`config.mk`:
```
export PLATFORM = sky130hd
export DESIGN_NAME = monitor_stage_param
export DESIGN_NICKNAME = d
export VERILOG_FILES = /design/src/rtl/monitor_stage_param.sv
export SDC_FILE = /design/constraint.sdc
export NUM_CORES = 1
export LEC_CHECK = 0
export BUFFER_PORTS_ARGS = -buffer_cell sky130_fd_sc_hd__buf_2
export CORE_AREA = 2 2 169 171
export CTS_CLUSTER_SIZE = 16
export DETAILED_ROUTE_END_ITERATION = 7
export DIE_AREA = 0 0 171 173
export PLACE_DENSITY = 0.56
export SLEW_MARGIN = 10
export SYNTH_ARGS = -nofsm -noshare
export SYNTH_HDL_FRONTEND = slang
export SYNTH_SLANG_ARGS = --single-unit
```
`constraint.sdc`:
```
create_clock -name clk -period 9.79 [get_ports clk]
set_clock_uncertainty 0.2 [all_clocks]
set_input_delay 0.4895 -clock clk [delete_from_list [all_inputs] [get_ports clk]]
set_output_delay 0.4895 -clock clk [all_outputs]
set_load 0.01 [all_outputs]
```
`src/rtl/monitor_stage_param.sv`:
```
// Runtime-monitor cluster stage: symbol/stream-reset pipeline plus report capture into sticky flags and a timestamped FIFO.
// Define MON_REPORT_COUNT_EN to add per-report saturating counters on rpt_count.

module monitor_stage_slot #(
   parameter int TS_W  = 16,
   parameter int CNT_W = 8
) (
   input  logic            clk,
   input  logic            reset,
   input  logic            cap,
   input  logic            push_hit,
   input  logic            clr,
   input  logic [TS_W-1:0] ts,
   output logic            sticky,
   output logic            pending,
   output logic [TS_W-1:0] ts_reg,
   output logic            coalesce
`ifdef MON_REPORT_COUNT_EN
  ,output logic [CNT_W-1:0] cnt
`endif
);
   // A capture on a slot being pushed this cycle is a fresh event, not a coalesce.
   assign coalesce = cap && pending && !push_hit;

   always_ff @(posedge clk or posedge reset) begin
      if (reset) begin
         sticky  <= 1'b0;
         pending <= 1'b0;
         ts_reg  <= '0;
      end else begin
         if (cap)      sticky <= 1'b1;
         else if (clr) sticky <= 1'b0;
         if (cap && (!pending || push_hit)) begin
            pending <= 1'b1;
            ts_reg  <= ts;
         end else if (push_hit) begin
            pending <= 1'b0;
         end
      end
   end

`ifdef MON_REPORT_COUNT_EN
   always_ff @(posedge clk or posedge reset) begin
      if (reset)                   cnt <= '0;
      else if (clr)                cnt <= cap ? CNT_W'(1) : '0;
      else if (cap && cnt != '1)   cnt <= cnt + CNT_W'(1);
   end
`endif
endmodule

module monitor_stage_param #(
   parameter int SYM_W       = 8,
   parameter int PIPE_DEPTH  = 1,
   parameter int NUM_REPORTS = 8,
   parameter int FIFO_DEPTH  = 4,
   parameter int TS_W        = 16,
   parameter int CNT_W       = 8,
   localparam int IDX_W      = $clog2(NUM_REPORTS)
) (
   input  logic                   clk,
   input  logic                   reset,
   input  logic                   run,
   input  logic                   stream_reset,
   input  logic [SYM_W-1:0]       top_symbols,
   input  logic [NUM_REPORTS-1:0] report_in,
   output logic [SYM_W-1:0]       out_symbols,
   output logic                   out_reset,
   output logic [NUM_REPORTS-1:0] sticky,
   input  logic [NUM_REPORTS-1:0] sticky_clr,
   output logic                   rpt_valid,
   input  logic                   rpt_ready,
   output logic [IDX_W-1:0]       rpt_index,
   output logic [TS_W-1:0]        rpt_ts,
   output logic                   overflow,
   input  logic                   ovf_clr
`ifdef MON_REPORT_COUNT_EN
  ,output logic [NUM_REPORTS*CNT_W-1:0] rpt_count
`endif
);
   localparam int AW  = $clog2(FIFO_DEPTH);
   localparam int E_W = IDX_W + TS_W;

   logic [PIPE_DEPTH-1:0][SYM_W-1:0] sym_pipe;
   logic [PIPE_DEPTH-1:0]            rst_pipe;
   logic [TS_W-1:0]                  ts;

   always_ff @(posedge clk or posedge reset) begin
      if (reset) begin
         sym_pipe <= '0;
         rst_pipe <= '0;
         ts       <= '0;
      end else if (run) begin
         sym_pipe[0] <= top_symbols;
         rst_pipe[0] <= stream_reset;
         for (int k = 1; k < PIPE_DEPTH; k++) begin
            sym_pipe[k] <= sym_pipe[k-1];
            rst_pipe[k] <= rst_pipe[k-1];
         end
         ts <= ts + TS_W'(1);
      end
   end

   assign out_symbols = sym_pipe[PIPE_DEPTH-1];
   assign out_reset   = rst_pipe[PIPE_DEPTH-1];

   logic [NUM_REPORTS-1:0]            pending, coalesce;
   logic [NUM_REPORTS-1:0][TS_W-1:0]  ts_reg;
   logic [IDX_W-1:0]                  push_idx;
   logic                              push_en, pop, full, empty;
   logic [AW:0]                       wr_ptr, rd_ptr;
   logic [FIFO_DEPTH-1:0][E_W-1:0]    mem;

   always_comb begin
      push_idx = '0;
      for (int i = NUM_REPORTS - 1; i >= 0; i--)
         if (pending[i]) push_idx = IDX_W'(i);
   end

   assign empty   = (wr_ptr == rd_ptr);
   assign full    = (wr_ptr[AW] != rd_ptr[AW]) && (wr_ptr[AW-1:0] == rd_ptr[AW-1:0]);
   assign pop     = !empty && rpt_ready;
   // A same-cycle pop frees the slot, so a full FIFO still accepts the push.
   assign push_en = (|pending) && (!full || pop);

   genvar g;
   generate
      for (g = 0; g < NUM_REPORTS; g++) begin : g_slot
         monitor_stage_slot #(.TS_W(TS_W), .CNT_W(CNT_W)) u_slot (
            .clk      (clk),
            .reset    (reset),
            .cap      (run && report_in[g]),
            .push_hit (push_en && (push_idx == IDX_W'(g))),
            .clr      (sticky_clr[g]),
            .ts       (ts),
            .sticky   (sticky[g]),
            .pending  (pending[g]),
            .ts_reg   (ts_reg[g]),
            .coalesce (coalesce[g])
`ifdef MON_REPORT_COUNT_EN
           ,.cnt      (rpt_count[g*CNT_W +: CNT_W])
`endif
         );
      end
   endgenerate

   always_ff @(posedge clk or posedge reset) begin
      if (reset) begin
         wr_ptr   <= '0;
         rd_ptr   <= '0;
         overflow <= 1'b0;
      end else begin
         if (push_en) wr_ptr <= wr_ptr + (AW+1)'(1);
         if (pop)     rd_ptr <= rd_ptr + (AW+1)'(1);
         if (|coalesce)    overflow <= 1'b1;
         else if (ovf_clr) overflow <= 1'b0;
      end
   end

   always_ff @(posedge clk)
      if (push_en) mem[wr_ptr[AW-1:0]] <= {push_idx, ts_reg[push_idx]};

   assign rpt_valid            = !empty;
   assign {rpt_index, rpt_ts}  = mem[rd_ptr[AW-1:0]];
endmodule

```
* Yosys cells after proc, flatten, opt, wreduce, memory -nomap -nowiden *
Index checks and enable logic that the tools add are counted.

cells by class
  add/subtract/negate cells = 3
  $mul = 0
  div/mod/pow operators = 0
  order comparisons = 4
  equality and inequality tests = 10
  shift operators = 0
  multiplexer cells = 49
  bitwise gates (word level) = 0
  reductions and logical operators = 91

operators with widths
  operator                                                           number
  bitwise mux 76 bit                                                 1
  binary-select mux 16 bit (select 3 bit)                            1
  logical AND 1 bit                                                  44
  binary-select mux 19 bit (select 2 bit)                            1
  demux 19 bit (select 2 bit)                                        1
  two-way mux 19 bit                                                 2
  two-way mux 1 bit                                                  34
  nonzero test 2 bit                                                 17
  two-way mux 3 bit                                                  8
  logical NOT 1 bit                                                  18
  adder 16 x 1 -> 16 bit, second input constant                      1
  two-way mux 16 bit                                                 1
  OR reduction 8 bit                                                 2
  equality test 3 bit, second input constant                         4
  logical OR 1 bit                                                   9
  adder 3 x 1 -> 3 bit, second input constant                        2
  equality test 3 x 2 -> 1 bit, second input constant                2
  < comparator 2 x 3 -> 1 bit, second input constant                 2
  < comparator 3 x 4 -> 1 bit, second input constant                 1
  equality test 3 x 1 -> 1 bit, second input constant                1
  equality test 3 bit                                                1
  logical NOT 3 bit                                                  1
  equality test 2 bit                                                1
  greater-or-equal comparator 2 x 1 -> 1 bit, second input constant  1
  != test 1 bit                                                      1

storage, ports and cells
  flip-flop bits (word level) = 252
  bits in latches = 0
  memory bits (writable) = 0
  memory bits (read-only) = 0
  input port bits = 30
  word-level logic and storage cells = 191
  memories = 0

* Longest topological paths before layout *
Gate-level depths: netlist of run 1.

  word-level depth = 14
  mapped depth = 9
  mapped depth without buffers = 7

* Cells and area by module *
Synthesis of run 1 repeated with hierarchy kept, for this count alone.

second synthesis, totals
  cell total of the unflattened synthesis = 710
  area, all modules = 11,199.5 um2

by module, submodules not included
  module               instances  cells each  area an instance (um2)  seq. area each (um2)
  monitor_stage_slot   8          43          737.0                   450.4
  monitor_stage_param  1          366         5,303.8                 3,083.0

* Worst setup path after synthesis of run 1 *
OpenSTA, ideal clock, no wires.

  path type = flip-flop to flip-flop
  start point = reg rd_ptr[0]
  end point = reg g_slot[4].u_slot.ts_reg[0]
  data arrival time = 2,061 ps
  setup slack = 7,404 ps
  stages on the path, launching flop included = 8
  path buffers = 1
  clock period less this slack = 2,386 ps
  cells stage by stage = dfrtp_1 xor2_1 nor4_4 nand2b_4 nand2_1 nand3_2 buf_2 mux2_2

on the way
  word-level cells in the longest chain between the ends = 8
  elaborated cells on any way between the ends = 11
  classes of those cells = eq/ne: 2; reduce/logical: 9

RTL lines
  what                                                               RTL line  RTL
  start, declared                                                    110       logic [AW:0] wr_ptr, rd_ptr;
  start signal, assigned                                             153       if (pop) rd_ptr <= rd_ptr + (AW+1)'(1);
  equality test 3 bit / equality test 2 bit (equally long branches)  119, 120
  logical NOT 1 bit / logical AND 1 bit (equally long branches)      121, 120
  logical AND 1 bit / logical NOT 1 bit (equally long branches)      121, 123
  logical OR 1 bit (*)                                               123       assign push_en = (|pending) && (!full || pop);
  logical AND 1 bit (*)                                              123
  logical AND 1 bit (*)                                              132       .push_hit (push_en && (push_idx == IDX_W'(g))),
  logical OR 1 bit (*)                                               33        if (cap && (!pending || push_hit)) begin
  logical AND 1 bit (*)                                              33
  end signal, assigned                                               35        ts_reg <= ts;
  end, declared                                                      16        output logic [TS_W-1:0] ts_reg,

Mark *: on every way between the ends. The rest lies on a longest branch, timed or not.
A chain may end at the register's enable or synchronous reset.

* Worst setup path in the final report of run 1 *
  start point = reg g_slot[4].u_slot.pending
  end point = reg mem[6] in the netlist's numbering, data pin

on the way
  word-level cells in the longest chain between the ends = 8

RTL lines
  what                                      RTL line  RTL
  start, declared                           15        output logic pending,
  start signal, assigned                    28        pending <= 1'b0;
  start signal, assigned                    34        pending <= 1'b1;
  start signal, assigned                    37        pending <= 1'b0;
  two-way mux 3 bit (5 in a row)            116       if (pending[i]) push_idx = IDX_W'(i);
  binary-select mux 16 bit (select 3 bit)   160       if (push_en) mem[wr_ptr[AW-1:0]] <= {push_idx, ts_reg[push_idx]};
  two-way mux 16 bit (not written as such)  160
  bitwise mux 76 bit                        160
  end signal, assigned by index             160
  end, declared                             111       logic [FIFO_DEPTH-1:0][E_W-1:0] mem;

No other way between the ends. The select of a mux whose other input is x is not followed.

==> out/results.md, run 1 <==
• status: complete, no violations
• sequential fraction of the synthesis area: 0.610
• total placed cells including tap cells: 1137
• share of cells above drive strength 1: 0.342
• area enclosed by the die boundary: 29600 um^2
• Synth area leader: sky130_fd_sc_hd__dfrtp_1
• number of enable flip-flop cells after synthesis: 76
• hold slack final: 0.00489 ns
• # diodes: 0
• I/O pin count: 68
• Non-Filler Instances: 1202
• timing-limited maximum frequency: 278 MHz
• Max Cap Violations: 0
• core footprint: 27600 um^2
• Setup crit end: mem[6]
• worst hold-check path type: input port to async pin
• signed area change from the synthesized netlist to the final layout: 15.6%
• critical path startpoint: g_slot[4].u_slot.pending
• P_leak: 5.54 nW
• final clock period utilization by the worst path: 0.368
• PostCTS Resize Cnt: 0
• vias per std cell: 5.36
• Reg-to-Reg Start: g_slot[4].u_slot.pending
• First-pass DRT Iterations: 5
• r2r worst-path depth: 6
• buffer depth of the longest clock path: 3
• clock latency at the later pin of the worst-skew pair: 0.52 ns
• maximum number of pins on one net before global-route repair: 111
• WS Path Type: flop to flop
• distinct cell type count after synthesis: 55
• DR iter-0 viols: 461
• Mapped Cells: 744
• core utilization of the finished layout: 0.459
• register clock-pin slew on the reported worst setup and hold paths: 0.06 ns
• share of Yosys cell area claimed by the top area cell type: 0.402
• leading post-synthesis cells by cell area: sky130_fd_sc_hd__dfrtp_1, sky130_fd_sc_hd__edfxtp_1, sky130_fd_sc_hd__mux2_2
• aggregate routed wire length: 24400 um
• total routing resource utilization after global routing: 0.168
• clock tree from TritonCTS: done
• CTS Hold Buffers Added: 17
• Inserted Clock Buffers: 27
• relative max-transition margin: 0.288
• Sink Count: 252
• fill count: 2438
• Yosys warnings: 0
• endpoint of the lowest-slack register-to-register path: mem[6]
• residual overflow from global routing: 0
• final layout net count: 841
• CTS root buffer: sky130_fd_sc_hd__clkbuf_16
• fin. max-slew vios: 0
• Post-Layout Inst Area: 12700 um^2
• top flip-flop cell by instance count after synthesis: sky130_fd_sc_hd__dfrtp_1
• RePlAce Congestion: 0.782
• Port Buf Inserts: 67
• routed length per placed instance: 20.3 um
• starting utilization of the core area: 0.397
• Peak VDD IR: 0.000111 V
• post-synth net total: 780
• detailed placer's ending HPWL: 15400 um
• min Tclk post-route: 3.60 ns
• post-route ant nets: 0
• hold violation total from the final report: 0
• number of placement rows: 61
• antenna violations before repair: 0
• total via count in the routed design: 6448
• Data required, critical path: 9.83 ns
• Cell Pwr Density: 292 nW/um^2
• Vert. Die Dim: 173 um
• register bit total from synthesis: 252
• Data arrival, critical path: 3.64 ns
• final-layout setup total negative slack: 0 ns
• startpoint type of the worst setup path: flop
• largest fanout on the critical path: 37
• Cell Area, Synth: 11000 um^2
• Register-to-Register Setup Slack: 6.19 ns
• wire length of the first global-routing pass: 39000 um
• CP Capture Type: flop
• mean instance size in the synthesized netlist: 14.7 um^2
• number of H-tree levels: 1
• Post-route DRC: 0
• Chip Width: 171 um
• number of global-route vias before repair: 6853
• Post CTS Setup Buffer Count: 0
• slew at the pin with the worst max-slew slack: 1.07 ns
• Finish-stage setup viols: 0
• RSZ-0062 raised after global routing: false
• total placed instance area: 11600 um^2
• max reg flops: 128
• fraction of registers with async set/reset: 0.698
worst min-delay path by stage:
stage                                     startpoint                          to  slack (ns)
final                                          reset    g_slot[7].u_slot.pending       0.005
after global routing                    report_in[3]    g_slot[3].u_slot.pending        0.04
after CTS                               report_in[3]    g_slot[3].u_slot.pending      0.0006
after detailed placement  g_slot[3].u_slot.ts_reg[6]  g_slot[3].u_slot.ts_reg[6]        0.28
after global placement    g_slot[2].u_slot.ts_reg[6]  g_slot[2].u_slot.ts_reg[6]        0.27
after floorplan           g_slot[2].u_slot.ts_reg[7]  g_slot[2].u_slot.ts_reg[7]        0.26
per-stage QoR:
| step | total power, W | setup WS (ns) |
|---|---|---|
| final | 0.00371 | 6.19 |
| after global routing | 0.00391 | 6.01 |
| after CTS | 0.00376 | 6.22 |
| after detailed placement | 0.00267 | 6.24 |
| after global placement | 0.00262 | 6.33 |
| after floorplan | 0.00232 | 4.33 |
cell usage after synthesis (7+ instances only):
master and n:
sky130_fd_sc_hd__mux4_2 19, sky130_fd_sc_hd__nand2_1 26, sky130_fd_sc_hd__dfrtp_1 176, sky130_fd_sc_hd__nor3b_1 16
sky130_fd_sc_hd__edfxtp_1 76, sky130_fd_sc_hd__xnor2_1 12, sky130_fd_sc_hd__mux2_1 11, sky130_fd_sc_hd__a21oi_1 10
sky130_fd_sc_hd__and3_1 21, sky130_fd_sc_hd__o21ai_0 26, sky130_fd_sc_hd__mux2_4 17, sky130_fd_sc_hd__inv_1 17
sky130_fd_sc_hd__mux2_2 111, sky130_fd_sc_hd__buf_4 9, sky130_fd_sc_hd__clkbuf_1 33, sky130_fd_sc_hd__xor2_1 10
sky130_fd_sc_hd__a221oi_1 32, sky130_fd_sc_hd__a31oi_1 10, sky130_fd_sc_hd__a22oi_1 7, sky130_fd_sc_hd__buf_2 13
sky130_fd_sc_hd__nor2_1 9, sky130_fd_sc_hd__a221o_1 16
worst max-delay path, stage by stage (launching register included):
cell and delay, ns:
sky130_fd_sc_hd__dfrtp_1 0.45, sky130_fd_sc_hd__or3b_1 0.45, sky130_fd_sc_hd__a31oi_4 0.87, sky130_fd_sc_hd__and3_1 0.32, sky130_fd_sc_hd__buf_4 0.38, sky130_fd_sc_hd__a221oi_1 0.17
sky130_fd_sc_hd__a31oi_1 0.46
placed cells by master, fill, tap and decap left out, types with 3 or more instances in the layout:
cell type / Yosys / routed
sky130_fd_sc_hd__nor2_1: 9 / 9
sky130_fd_sc_hd__xnor2_1: 12 / 12
sky130_fd_sc_hd__and3_1: 21 / 21
sky130_fd_sc_hd__edfxtp_1: 76 / 76
sky130_fd_sc_hd__bufinv_16: 0 / 5
sky130_fd_sc_hd__a221o_1: 16 / 16
sky130_fd_sc_hd__and2_1: 4 / 4
sky130_fd_sc_hd__nand3_1: 5 / 5
sky130_fd_sc_hd__clkbuf_16: 0 / 27
sky130_fd_sc_hd__a31oi_1: 10 / 10
sky130_fd_sc_hd__dfrtp_1: 176 / 176
sky130_fd_sc_hd__o21ai_1: 3 / 3
sky130_fd_sc_hd__a21oi_1: 10 / 10
sky130_fd_sc_hd__xor2_1: 10 / 10
sky130_fd_sc_hd__a221oi_1: 32 / 32
sky130_fd_sc_hd__clkbuf_1: 33 / 7
sky130_fd_sc_hd__buf_2: 13 / 67
sky130_fd_sc_hd__nand3_2: 3 / 3
sky130_fd_sc_hd__a22oi_1: 7 / 7
sky130_fd_sc_hd__mux2_2: 111 / 111
sky130_fd_sc_hd__nand2_1: 26 / 26
sky130_fd_sc_hd__buf_4: 9 / 11
sky130_fd_sc_hd__ha_1: 6 / 6
sky130_fd_sc_hd__mux2_4: 17 / 17
sky130_fd_sc_hd__dlygate4sd3_1: 0 / 17
sky130_fd_sc_hd__nand4_1: 4 / 4
sky130_fd_sc_hd__and4_1: 3 / 3
sky130_fd_sc_hd__clkbuf_8: 0 / 5
sky130_fd_sc_hd__mux4_2: 19 / 19
sky130_fd_sc_hd__nor2b_1: 4 / 4
sky130_fd_sc_hd__mux2_1: 11 / 11
sky130_fd_sc_hd__nor3b_1: 16 / 16
sky130_fd_sc_hd__inv_1: 17 / 16
sky130_fd_sc_hd__o21ai_0: 26 / 26
routing by layer:
layer / GRT usage / up-vias / part of all wire
met2: 0.281 / 150 / 0.48
met3: 0.0213 / 45 / 0.039
met5: 0 / - / 0
li1: - / 2913 / -
met1: 0.231 / 3340 / 0.45
met4: 0.0448 / 0 / 0.023
cells by family after synthesis:
| kind of cell | synth area share |
|---|---|
| AOI/OAI and AO/OA | 0.0813 |
| adders and majority gates | 0.00685 |
| muxes | 0.188 |
| DFF | 0.610 |
| buffers and inverters | 0.0338 |
| xor gates and xnor gates | 0.0176 |
| and+or+nand+nor | 0.0630 |
area by class of cell:
class / instances / area [um^2] / share of cell area
flip-flops and latches: 252 / 6690 / 0.528
inverters: 18 / 73.8 / 0.00582
multi-input cells: 411 / 3910 / 0.309
repair buffers: 95 / 588 / 0.0464
well taps: 378 / 473 / 0.0373
clock inverters: 9 / 170 / 0.0134
clock buffers: 39 / 771 / 0.0608
where the power goes:
group          switching (W)  internal (W)  total [W]  leakage (nW)
Sequential          0.000188       0.00145    0.00164          3.02
Combinational       0.000560      0.000436   0.000996          2.07
Clock               0.000393      0.000674    0.00107         0.455
Note: power is estimated with default switching activity, not from simulation.
==> run 2: changes to the inputs <==
- ABC_AREA: unset -> 1
- CORE_AREA: 2 2 169 171 -> 2 2 170 172
- DIE_AREA: 0 0 171 173 -> 0 0 172 174
- clock period: 9.79 -> 3.62 ns (I/O delays scaled with it)
==> out/results.md, run 2 <==
• startpoint type of the worst setup path: flop
• Mapped Cells: 1196, +61%
• wire length of the first global-routing pass: 44800 um, +15%
• distinct cell type count after synthesis: 32, -42%
• CTS root buffer: sky130_fd_sc_hd__clkbuf_16
• total routing resource utilization after global routing: 0.190, +0.0222
• RePlAce Congestion: 0.775, -0.91%
• RSZ-0062 raised after global routing: false
• share of cells above drive strength 1: 0.132, -0.210
• main combinational cell family by area after synthesis: simple AND/OR/NAND/NOR gates
• Synth area leader: sky130_fd_sc_hd__dfrtp_1
• mean instance size in the synthesized netlist: 9.31 um^2, -37%
• DR iter-0 viols: 568, +23%
• relative max-transition margin: 0.334, +0.0466
• sequential fraction of the synthesis area: 0.600, -0.00959
• WS Path Type: flop to flop
• residual overflow from global routing: 0, unchanged
• register clock-pin slew on the reported worst setup and hold paths: 0.06 ns, about the same
• Data required, critical path: 3.83 ns, -6.00 ns
• Data arrival, critical path: 3.10 ns, -0.54 ns
• Post-route DRC: 0, unchanged
• most common cell after layout, fill and taps aside: sky130_fd_sc_hd__nand2_1
• Chip Width: 172 um, +0.58%
• critical path startpoint: rd_ptr[0]
• mux share of post-synthesis cell area: 0, -0.188
• Max Cap Violations: 0, unchanged
• starting utilization of the core area: 0.394, -0.00234
• maximum number of pins on one net before global-route repair: 177, +59%
• post-route ant nets: 0, unchanged
• number of global-route vias before repair: 8168, +19%
• final-layout setup total negative slack: 0 ns, unchanged
• commonest cells in the netlist: sky130_fd_sc_hd__nand2_1, sky130_fd_sc_hd__dfrtp_1, sky130_fd_sc_hd__nand3_1
• # diodes: 0, unchanged
• fraction of registers with async set/reset: 0.698, unchanged
• First-pass DRT Iterations: 5, unchanged
• leading post-synthesis cells by cell area: sky130_fd_sc_hd__dfrtp_1, sky130_fd_sc_hd__edfxtp_1, sky130_fd_sc_hd__nand2_1
• CP Capture Type: flop
• routed length per placed instance: 16.4 um, -19%
• final clock period utilization by the worst path: 0.799, +0.431
• I/O pin count: 68, unchanged
• Vert. Die Dim: 174 um, +0.58%
• fin. max-slew vios: 0, unchanged
• timing-limited maximum frequency: 346 MHz, +24%
• share of Yosys cell area claimed by the top area cell type: 0.395, -0.00632
• status: complete, no violations
• Yosys warnings: 0, unchanged
• total placed instance area: 11700 um^2, +1.6%
• final layout net count: 1324, +57%
• Reg-to-Reg Start: rd_ptr[0]
• vias per std cell: 4.96, -7.5%
• Post CTS Setup Buffer Count: 0, unchanged
• core footprint: 28200 um^2, +2.2%
• Port Buf Inserts: 67, unchanged
• minimum setup slack after placement: 0.771 ns, -5.47 ns
• area fraction in and, or, nand and nor cells after synthesis: 0.222, +0.159
• hold violation total from the final report: 0, unchanged
• aggregate routed wire length: 27800 um, +14%
• largest fanout on the critical path: 39, +5.4%
• number of H-tree levels: 1, unchanged
• Final WS setup: 0.729 ns, -5.46 ns
• max reg flops: 128, unchanged
• slew at the pin with the worst max-slew slack: 0.999 ns, -0.0699 ns
• Peak VDD IR: 0.000476 V, +330%
• adder-cell share of the synthesized area: 0.00674, -0.000108
• fill count: 2758, +13%
• area enclosed by the die boundary: 29900 um^2, +1.2%
• Cell Area, Synth: 11100 um^2, +1.6%
• Register-to-Register Setup Slack: 0.73 ns, -5.46 ns
• Finish-stage setup viols: 0, unchanged
• Post-Layout Inst Area: 13100 um^2, +3.3%
• worst hold-check path type: input port to async pin
• Cell Pwr Density: 865 nW/um^2, +200%
• buffer depth of the longest clock path: 3, unchanged
• post-synthesis compound-gate area fraction: 0.0971, +0.0158
• P_leak: 6.04 nW, +9.0%
• top flip-flop cell by instance count after synthesis: sky130_fd_sc_hd__dfrtp_1
• number of placement rows: 62, +1.6%
• Inserted Clock Buffers: 27, unchanged
• antenna violations before repair: 0, unchanged
• register bit total from synthesis: 252, unchanged
• core utilization of the finished layout: 0.464, +0.00510
• min Tclk post-route: 2.89 ns, -0.708 ns
• signed area change from the synthesized netlist to the final layout: 17.6%
• total via count in the routed design: 8400, +30%
• number of enable flip-flop cells after synthesis: 76, unchanged
• clock tree from TritonCTS: done
• Sink Count: 252, unchanged
• detailed placer's ending HPWL: 16300 um, +5.7%
• most frequent cells in the layout: sky130_fd_sc_hd__nand2_1, sky130_fd_sc_hd__dfrtp_1, sky130_fd_sc_hd__nand3_1, sky130_fd_sc_hd__o21ai_0, sky130_fd_sc_hd__edfxtp_1
• clock latency at the later pin of the worst-skew pair: 0.54 ns, +0.02 ns
• most repeated cell in the gate-level netlist after synthesis: sky130_fd_sc_hd__nand2_1
• share of the synthesized netlist area taken by xor and xnor gates: 0.0126, -0.00499
• post-synth net total: 1232, +58%
==> run 2: changes by cell type after synthesis, sizes merged, moves of 16 or more <==
cell	previous run	this run
a221o	16	0
and3	21	0
nor2	11	66
o21ai	30	148
nor3b	16	0
a21oi	10	36
mux4	19	0
nand2	26	352
inv	17	78
a221oi	32	0
nand3	10	143
mux2	139	0
buf	30	46
o22ai	1	19
==> run 2: area by class of cell <==
type	count	area, um^2	area share
clock buffer	37	753	0.0575
clock inverter	13	139	0.0106
inverter	80	309	0.0236
multi-input combinational	794	3770	0.288
sequential	252	6690	0.511
tap	384	480	0.0367
timing repair buffer	133	958	0.0732
==> run 2: kinds of logic after synthesis <==
logic type	Yosys count
AOI/OAI and AO/OA	203
xor gates and xnor gates	16
adders and majority gates	6
buffers and inverters	150
DFF	252
and+or+nand+nor	569
==> run 2: final timing paths <==
kind / cells past startpoint / end
worst max-delay path: 11 / g_slot[1].u_slot.ts_reg[0]
worst min register to register: 2 / out_symbols[5]
min in group clk: 4 / g_slot[0].u_slot.pending
worst min-delay path: 4 / g_slot[6].u_slot.pending
worst max register to register: 11 / g_slot[1].u_slot.ts_reg[0]
max in group asynchronous: 4 / g_slot[6].u_slot.ts_reg[13]
==> run 2: worst max-delay path, cell delays in order, from the launching register on <==
cell	delay, ns
sky130_fd_sc_hd__dfrtp_1	0.39
sky130_fd_sc_hd__buf_4	0.37
sky130_fd_sc_hd__nand2_1	0.09
sky130_fd_sc_hd__nand2_1	0.07
sky130_fd_sc_hd__nor2_1	0.06
sky130_fd_sc_hd__nand2_1	0.16
sky130_fd_sc_hd__nand2_1	0.13
sky130_fd_sc_hd__inv_2	0.09
sky130_fd_sc_hd__nand3_1	0.08
sky130_fd_sc_hd__nand2_1	0.12
sky130_fd_sc_hd__nand3_2	0.55
sky130_fd_sc_hd__o21ai_0	0.44
==> run 2: metal layers <==
| metal | GRT usage | part of all wire | vias up |
|---|---|---|---|
| met4 | 0.0350 | 0.013 | 0 |
| met2 | 0.321 | 0.47 | 220 |
| met1 | 0.260 | 0.46 | 4004 |
| met3 | 0.0314 | 0.054 | 28 |
| met5 | 0 | 0 | - |
| li1 | - | - | 4148 |
==> run 2: per-stage QoR <==
stage / total power, W / std cells / hold slack (ns)
finish: 0.0113 / 1693 / 0.232
global route: 0.0121 / 1693 / 0.273
CTS: 0.0114 / 1693 / 0.223
detailed placement: 0.00861 / 1597 / 0.175
global placement: 0.00855 / 1597 / 0.167
floorplan: 0.00731 / 1196 / 0.0882
==> run 2: power breakdown <==
group	internal, W	total (W)	switching [W]
combinational	0.00116	0.00380	0.00265
sequential	0.00427	0.00476	0.000491
clock	0.00166	0.00276	0.00109
total	0.00709	0.0113	0.00423
==> run 2: timing repair <==
item	4_1_cts	5_1_grt
gates resized for setup	0	0
hold buffers	46	0
hold endpoints to repair	206	0
==> run 3: changes to the inputs <==
- clock period: 3.62 -> 2.9 ns (I/O delays scaled with it)
==> out/results.md, run 3 (synthesis results as in run 2) <==
• detailed placer's ending HPWL: 17300 um, +6.4%
• core footprint: 28200 um^2, unchanged
• total routing resource utilization after global routing: 0.191, +0.000476
• number of global-route vias before repair: 8344, +2.2%
• routed length per placed instance: 16.2 um, -1.3%
• relative max-transition margin: 0.437, +0.103
• CP Capture Type: flop
• worst-path cell with the longest stage delay: sky130_fd_sc_hd__nor2_4
• CTS root buffer: sky130_fd_sc_hd__clkbuf_16
• maximum number of pins on one net before global-route repair: 43, -76%
• most frequent cells in the layout: sky130_fd_sc_hd__nand2_1, sky130_fd_sc_hd__dfrtp_1, sky130_fd_sc_hd__nand3_1, sky130_fd_sc_hd__o21ai_0, sky130_fd_sc_hd__edfxtp_1
• signed area change from the synthesized netlist to the final layout: 19.6%
• antenna violations before repair: 0, unchanged
• Peak VDD IR: 0.000442 V, -7.1%
• I/O pin count: 68, unchanged
• starting utilization of the core area: 0.394, unchanged
• clock tree from TritonCTS: done
• number of placement rows: 62, unchanged
• Data arrival, critical path: 2.64 ns, -0.46 ns
• Post-Layout Inst Area: 13300 um^2, +1.7%
• min Tclk post-route: 2.44 ns, -0.451 ns
• residual overflow from global routing: 0, unchanged
• slew at the pin with the worst max-slew slack: 0.842 ns, -0.157 ns
• final clock period utilization by the worst path: 0.841, +0.0426
• fin. max-slew vios: 0, unchanged
• stage delay of the slowest cell on the critical path: 0.64 ns, +0.09 ns
• Data required, critical path: 3.10 ns, -0.73 ns
• Cell Pwr Density: 1090 nW/um^2, +27%
• # diodes: 0, unchanged
• timing-limited maximum frequency: 410 MHz, +19%
• Post-route DRC: 0, unchanged
• status: complete, no violations
• total via count in the routed design: 8445, +0.54%
• DR iter-0 viols: 785, +38%
• P_leak: 6.13 nW, +1.5%
• startpoint type of the worst setup path: flop
• Port Buf Inserts: 67, unchanged
• Max Cap Violations: 0, unchanged
• Cell Chain, Critical Path: inv_2, nand2_1, nand2_1, nand2_1, nand2_1, nand2_2, nand2_2, nand2_2, nor2_4, nand2_1, nand3_1, nand2_1, inv_1
• Inserted Clock Buffers: 27, unchanged
• hold violation total from the final report: 0, unchanged
• share of cells above drive strength 1: 0.142, +0.00983
• Sink Count: 252, unchanged
• First-pass DRT Iterations: 7, +2
• buffer depth of the longest clock path: 3, unchanged
• aggregate routed wire length: 27600 um, -0.84%
• total placed instance area: 11800 um^2, +0.77%
• wire length of the first global-routing pass: 45300 um, +1.2%
• final-layout setup total negative slack: 0 ns, unchanged
• post-route ant nets: 0, unchanged
• Finish-stage setup viols: 0, unchanged
• worst hold-check path type: input port to async pin
• number of H-tree levels: 1, unchanged
• area enclosed by the die boundary: 29900 um^2, unchanged
• Chip Width: 172 um, unchanged
• final layout net count: 1333, +0.68%
• most common cell after layout, fill and taps aside: sky130_fd_sc_hd__nand2_1
• Vert. Die Dim: 174 um, unchanged
• RePlAce Congestion: 0.801, +3.3%
• largest fanout on the critical path: 32, -18%
• clock latency at the later pin of the worst-skew pair: 0.55 ns, about the same
• WS Path Type: flop to flop
• cell with the most instances on the worst path: sky130_fd_sc_hd__nand2_1
• max reg flops: 128, unchanged
• RSZ-0062 raised after global routing: false
• register clock-pin slew on the reported worst setup and hold paths: 0.07 ns, about the same
• vias per std cell: 4.96, about the same
-- run 3: cell count changes in the layout (fill, tap and decap cells not counted), sizes merged --
cell         delta
buf             +7
clkbuf          -6
clkinvlp        +5
bufinv          +4
clkinv          -4
dlygate4sd3     +2
-- run 3: critical path, delay by kind of cell (launching register included) --
| kind | cells | cell delay [ns] |
|---|---|---|
| buffers and inverters | 2 | 0.21 |
| flip-flops | 1 | 0.39 |
| AND/OR/NAND/NOR | 11 | 1.48 |
-- run 3: metal layers --
layer  GRT usage  up-vias  wire length, um
met3      0.0255       36             1360
met2       0.304      218            12700
met1       0.280     4030            13000
met5           0        -                0
met4      0.0378        0              494
li1            -     4161                -
-- run 3: repair_timing --
action,CTS,global route
hold buffers,48,0
hold endpoints to repair,184,0
setup buffers,0,0
gates resized for setup,0,0
-- run 3: area by class of cell --
class	count	area, um^2
well taps	384	480
multi-input cells	794	3770
clock inverters	18	298
clock buffers	31	711
fillers	2713	14900
flip-flops and latches	252	6690
repair buffers	142	1070
inverters	80	309
-- run 3: final timing paths --
| kind | cells past startpoint | slack [ns] | start | end |
|---|---|---|---|---|
| min in group clk | 4 | 0.23 | report_in[7] | g_slot[7].u_slot.pending |
| max in group asynchronous | 4 | 1.61 | reset | g_slot[7].u_slot.sticky |
| max reg2reg | 13 | 0.46 | g_slot[6].u_slot.pending | mem[65] |
| min reg2reg | 2 | 0.27 | out_symbols[5] | out_symbols[5] |
| max | 13 | 0.46 | g_slot[6].u_slot.pending | mem[65] |
| min | 3 | 0.06 | reset | g_slot[7].u_slot.ts_reg[15] |
-- run 3: power breakdown --
| part | switching, W | internal (W) | total, W |
|---|---|---|---|
| Sequential | 0.000641 | 0.00533 | 0.00597 |
| Combinational | 0.00326 | 0.00147 | 0.00474 |
| Clock | 0.00148 | 0.00240 | 0.00387 |
-- run 3: per-stage QoR --
step | instances | setup slack (ns) | hold WS [ns] | util | power (W)
6_report | 1701 | 0.460 | 0.0636 | 0.472 | 0.0146
3_5_place_dp | 1604 | 0.459 | 0.0967 | 0.419 | 0.0108
2_1_floorplan | 1196 | 0.302 | 0.0522 | - | 0.00913
3_3_place_gp | 1604 | 0.470 | 0.0962 | 0.419 | 0.0107
4_1_cts | 1701 | 0.437 | 0.0564 | 0.472 | 0.0147
5_1_grt | 1701 | 0.247 | 0.107 | 0.472 | 0.0156
